## src/rtl/program_loader.sv

```systemverilog
// Loads a length-prefixed byte stream into instruction memory, one 15-bit word per two bytes.
// Optional trailing XOR checksum is enabled by defining PROGRAM_LOADER_CHECKSUM_EN.
module program_loader (
  input  logic        clk,
  input  logic        rst,
  input  logic        start,
  input  logic        byte_valid,
  input  logic [7:0]  byte_data,
  output logic        byte_ready,
  output logic        im_we,
  output logic [7:0]  im_addr,
  output logic [14:0] im_wdata,
  output logic        cpu_hold,
  output logic        done,
  output logic        err
);

`ifdef PROGRAM_LOADER_CHECKSUM_EN
  typedef enum logic [2:0] {
    S_IDLE, S_LEN, S_HI, S_LO, S_WRITE, S_CHK, S_DONE, S_ERR
  } state_t;
`else
  typedef enum logic [2:0] {
    S_IDLE, S_LEN, S_HI, S_LO, S_WRITE, S_DONE
  } state_t;
`endif

  state_t      state_q, state_d;
  logic [7:0]  addr_q, addr_d;
  logic [14:0] wdata_q, wdata_d;
  logic [8:0]  remain_q, remain_d;
  logic        xfer;

`ifdef PROGRAM_LOADER_CHECKSUM_EN
  logic [7:0]  acc_q, acc_d;
`endif

  assign xfer     = byte_valid && byte_ready;
  assign im_addr  = addr_q;
  assign im_wdata = wdata_q;

  always_comb begin
    state_d    = state_q;
    addr_d     = addr_q;
    wdata_d    = wdata_q;
    remain_d   = remain_q;
`ifdef PROGRAM_LOADER_CHECKSUM_EN
    acc_d      = acc_q;
`endif
    byte_ready = 1'b0;
    im_we      = 1'b0;
    done       = 1'b0;
    err        = 1'b0;
    cpu_hold   = 1'b1;

    case (state_q)
      S_IDLE: begin
        if (start) begin
          state_d = S_LEN;
          addr_d  = 8'd0;
`ifdef PROGRAM_LOADER_CHECKSUM_EN
          acc_d   = 8'd0;
`endif
        end
      end
      S_LEN: begin
        byte_ready = 1'b1;
        if (xfer) begin
          // A length byte of zero encodes a full 256-instruction image.
          remain_d = (byte_data == 8'd0) ? 9'd256 : {1'b0, byte_data};
`ifdef PROGRAM_LOADER_CHECKSUM_EN
          acc_d    = acc_q ^ byte_data;
`endif
          state_d  = S_HI;
        end
      end
      S_HI: begin
        byte_ready = 1'b1;
        if (xfer) begin
          wdata_d[14:8] = byte_data[6:0];
`ifdef PROGRAM_LOADER_CHECKSUM_EN
          acc_d         = acc_q ^ byte_data;
`endif
          state_d       = S_LO;
        end
      end
      S_LO: begin
        byte_ready = 1'b1;
        if (xfer) begin
          wdata_d[7:0] = byte_data;
`ifdef PROGRAM_LOADER_CHECKSUM_EN
          acc_d        = acc_q ^ byte_data;
`endif
          state_d      = S_WRITE;
        end
      end
      S_WRITE: begin
        im_we    = 1'b1;
        addr_d   = addr_q + 8'd1;
        remain_d = remain_q - 9'd1;
        if (remain_q == 9'd1) begin
`ifdef PROGRAM_LOADER_CHECKSUM_EN
          state_d = S_CHK;
`else
          state_d = S_DONE;
`endif
        end else begin
          state_d = S_HI;
        end
      end
`ifdef PROGRAM_LOADER_CHECKSUM_EN
      S_CHK: begin
        byte_ready = 1'b1;
        if (xfer) begin
          state_d = (byte_data == acc_q) ? S_DONE : S_ERR;
        end
      end
      S_ERR: begin
        err = 1'b1;
        if (start) begin
          state_d = S_LEN;
          addr_d  = 8'd0;
          acc_d   = 8'd0;
        end
      end
`endif
      S_DONE: begin
        done     = 1'b1;
        cpu_hold = 1'b0;
        if (start) begin
          state_d = S_LEN;
          addr_d  = 8'd0;
`ifdef PROGRAM_LOADER_CHECKSUM_EN
          acc_d   = 8'd0;
`endif
        end
      end
      default: state_d = S_IDLE;
    endcase
  end

  always_ff @(posedge clk) begin
    if (rst) begin
      state_q  <= S_IDLE;
      addr_q   <= 8'd0;
      wdata_q  <= 15'd0;
      remain_q <= 9'd0;
`ifdef PROGRAM_LOADER_CHECKSUM_EN
      acc_q    <= 8'd0;
`endif
    end else begin
      state_q  <= state_d;
      addr_q   <= addr_d;
      wdata_q  <= wdata_d;
      remain_q <= remain_d;
`ifdef PROGRAM_LOADER_CHECKSUM_EN
      acc_q    <= acc_d;
`endif
    end
  end

endmodule

```

## config.mk

```make
export PLATFORM = sky130hd
export DESIGN_NAME = program_loader
export DESIGN_NICKNAME = d
export VERILOG_FILES = /design/src/rtl/program_loader.sv
export SDC_FILE = /design/constraint.sdc
export NUM_CORES = 1
export LEC_CHECK = 0
export CORE_ASPECT_RATIO = 1.5
export CORE_UTILIZATION = 56
export DETAILED_ROUTE_END_ITERATION = 8
export DONT_BUFFER_PORTS = 1
export GPL_ROUTABILITY_DRIVEN = 1
export GPL_TIMING_DRIVEN = 0
export PLACE_DENSITY = 0.74
export SYNTH_ARGS = -nofsm -noshare
export SYNTH_HDL_FRONTEND = slang
export SYNTH_SLANG_ARGS = --single-unit
```

## constraint.sdc

```tcl
create_clock -name clk -period 1.71 [get_ports clk]
set_clock_uncertainty 0.2 [all_clocks]
set_input_delay 0.4275 -clock clk [delete_from_list [all_inputs] [get_ports clk]]
set_output_delay 0.4275 -clock clk [all_outputs]
set_load 0.05 [all_outputs]
```

==> impl_results.md <==
* CTS sink cnt at 35
* Sequential area share after synthesis at 39.77%
* DPL Wire Length at 3106 µm
* Adder-cell share of the synthesized area at 2.770%
* Max Fclk at 495.5 MHz
* IR drop worst, VDD at 0.0007577 V
* Critical Path AT at 1390 ps
* WP data required at 1080 ps
* Grt total ovfl at 0
* Pre-Repair DR Iteration Count at 6
* Worst hold slack at 54.86 ps
* Vias in the first global route at 1706
* Crit-path cells: buf_8 -> nand2_4 -> or2_4 -> clkinvlp_4
* Drt drc at 0
* Worst-margin pin slew at 541.2 ps
* Core Footprint at 2943 µm²
* Buf/Inv on CP at 2
* Final ANT Viol Nets at 0
* NetSw at 633.0 µW
* Footprint of the multi-input gates at 1237 µm²
* Power per cell area at 786.2 nW/µm²
* Crit-path slowest cell: dfxtp_4
* Failing checks: setup timing
* Chip height at 70.70 µm
* Final setup margin at -308.0 ps
* Die width at 47.80 µm
* Clk_lat worst skew at 300 ps
* Placed Area at 1889 µm²
* Critical Path Start Type: register
* #FFs+latches synth at 35
* Fin crit share at 118.0%
* Final Power at 1.943 mW
* IO Port Bufs at 0
* Sw Share at 32.58%
* Syn Std Cell Area at 1762 µm²
* First-pass GRT wire length at 7465 µm
* Post-synth cell types at 53
* Bufs on Longest Clock Path at 2
* Fin crit period at 2018 ps
* Root buf cell: clkbuf_8
* Final setup fails at 17
* Synth top area share at 39.77%
* Post-synthesis compound-gate area fraction at 18.32%
* Simple-Gate Fraction of Synth Area at 27.49%
* Worst setup EP type: output port
* CTS buffer count at 5
* Post-route design area at 2471 µm²
* Post-synth EDFFs at 0
* Commonest cells post-synth: dfxtp_1, nand2_1, nor2_1
* H-Tree Depth at 2
* GRT Overall Usage at 30.95%
* Crit path max-delay family: flip-flops
* Fillers at 182
* Worst-path maximum fanout at 4
* Antenna violations before repair at 0
* Area Growth Syn to Fin at 40.27%
* Initial Util at 59.86%
* TritonCTS clock tree: built
* Cell taking the most area after synthesis: dfxtp_1
* Top-count cell post-synth: dfxtp_1
* Largest net degree at the start of global routing at 12
* Slew Limit Headroom at 63.87%
* Share of cells above drive strength 1 at 36.33%
* Top cells by area, synth: dfxtp_1, nand2_1, nor2_1
* Post-Syn Instances at 214
* Combinational family with the most area after synthesis: simple AND/OR/NAND/NOR gates
* DIE AREA at 3379 µm²
* Pre-CTS setup slack at -167.4 ps
* Vias/cell at 6.437
* Reg power frac at 46.1%
* Worst path max stage delay at 380 ps
* Storage cell area at 732.0 µm²
* Mux contribution to synthesized area at 5.682%
* Worst hold path class: input pin to register
* Final WL at 5877 µm
* Mapped Nets at 229
* # nets final at 259
* Placer Congestion at 0.9041
* Top Ports at 40
* RSZ-0062 raised after global routing: true
* Wirelength per Cell at 20.69 µm
* Internal at 1.310 mW
* Clock Power Share at 31.3%
* Ant diodes at 0
* Primary FF master, synth: dfxtp_1
* Xor and xnor area share after synthesis at 0.4972%
* Drt first-iter violations at 102
* Average size of a mapped cell at 8.232 µm²
* Worst setup path class: register to output port
* Static Leak at 0.8615 nW
* Max_cap viols at 0
* Pins Over Slew Limit at 0
* Site Rows at 24
* Via count at 1828
* Logic pwr share at 22.6%
* Final hold vios at 0
* Clock slew at the register clock pins of the worst setup and hold paths at 80 ps
* Syn. warnings at 0
* Status: complete, but fails checks
* Ys async rst share at 0%
## kinds of logic (layout without fill, tap and decap cells)
logic type | count (synthesis) | count (layout)
DFF | 35 | 35
AOI/OAI and AO/OA | 48 | 49
buffers and inverters | 19 | 49
adders and majority gates | 4 | 4
muxes | 10 | 10
xor gates and xnor gates | 1 | 1
other | 1 | 1
and+or+nand+nor | 96 | 96
## worst reg2reg max path, cell delays in order (launching register included)
cell and delay (ps):
dfxtp_4 360, buf_6 120, or3b_4 440, clkinv_8 130, nand2_4 70, or3_1 320, a31oi_1 160
## routing by layer
metal / vias up / wire length, µm / global-route usage, %
li1: 824 / - / -
met3: 29 / 408 / 11.22
met4: 0 / 250 / 17.28
met1: 877 / 2098 / 31.39
met5: - / 0 / 0
met2: 98 / 3120 / 51.35
## cell type report
cell class                 count  share of cell area, %
multi-input combinational    161                  50.08
sequential                    35                  29.62
timing repair buffer          23                  8.557
buffer                         9                  3.899
clock buffer                   6                  2.937
inverter                       8                  1.975
tap                           39                  1.975
clock inverter                 2                 0.5063
timing repair inverter         1                 0.4557
## power by group through the flow
stage	Clock, mW	Combinational (mW)	Sequential, mW
floorplan	0	0.226	0.911
detailed placement	0	0.267	0.920
global route	0.640	0.460	0.899
finish	0.608	0.438	0.896
global placement	0	0.259	0.918
CTS	0.607	0.339	0.897
## per-stage QoR
step	TNS (ps)	cells	util (%)
after floorplan	-191.6	214	-
after global placement	-1380	253	64.20
after detailed placement	-2585	253	64.20
after CTS	-2171	274	74.45
after global routing	-2817	284	83.97
final	-1916	284	83.97
## worst paths after layout
path                                               start                  endpoint  slack, ps  depth (start not counted)
worst max-delay path             state_q[0]$_SDFFE_PP0P_                      done       -310                          4
worst min-delay path                        byte_data[6]  im_wdata[6]$_SDFFE_PP0P_         50                          2
worst max register to register   state_q[1]$_SDFFE_PP0P_  remain_q[8]$_SDFFE_PP0P_       -150                          6
worst min register to register  remain_q[8]$_SDFFE_PP0P_  remain_q[8]$_SDFFE_PP0P_        340                          2
## flip-flops by register name, indices dropped and copies added (netlist names)
name,cells
im_wdata,15
im_addr,8
state_q,3
remain_q,9
## layout by cell type (no fill, tap or decap), drive strengths merged, types with 6 or more instances in the layout
master / instances
dfxtp: 35
nand2: 30
buf: 30
nor2: 28
a21oi: 14
mux2i: 10
clkbuf: 8
inv: 7
nand3: 6
a31oi: 6
## repair_timing
action / 4_1_cts / 5_1_grt
setup buffers: 12 / 10
resized for setup: 27 / 52
setup endpoints to repair: 27 / 35
pin swaps: 12 / 19
gates cloned: 2 / 1
hold buffers: 0 / 0
Note: power is estimated with default switching activity, not from simulation.
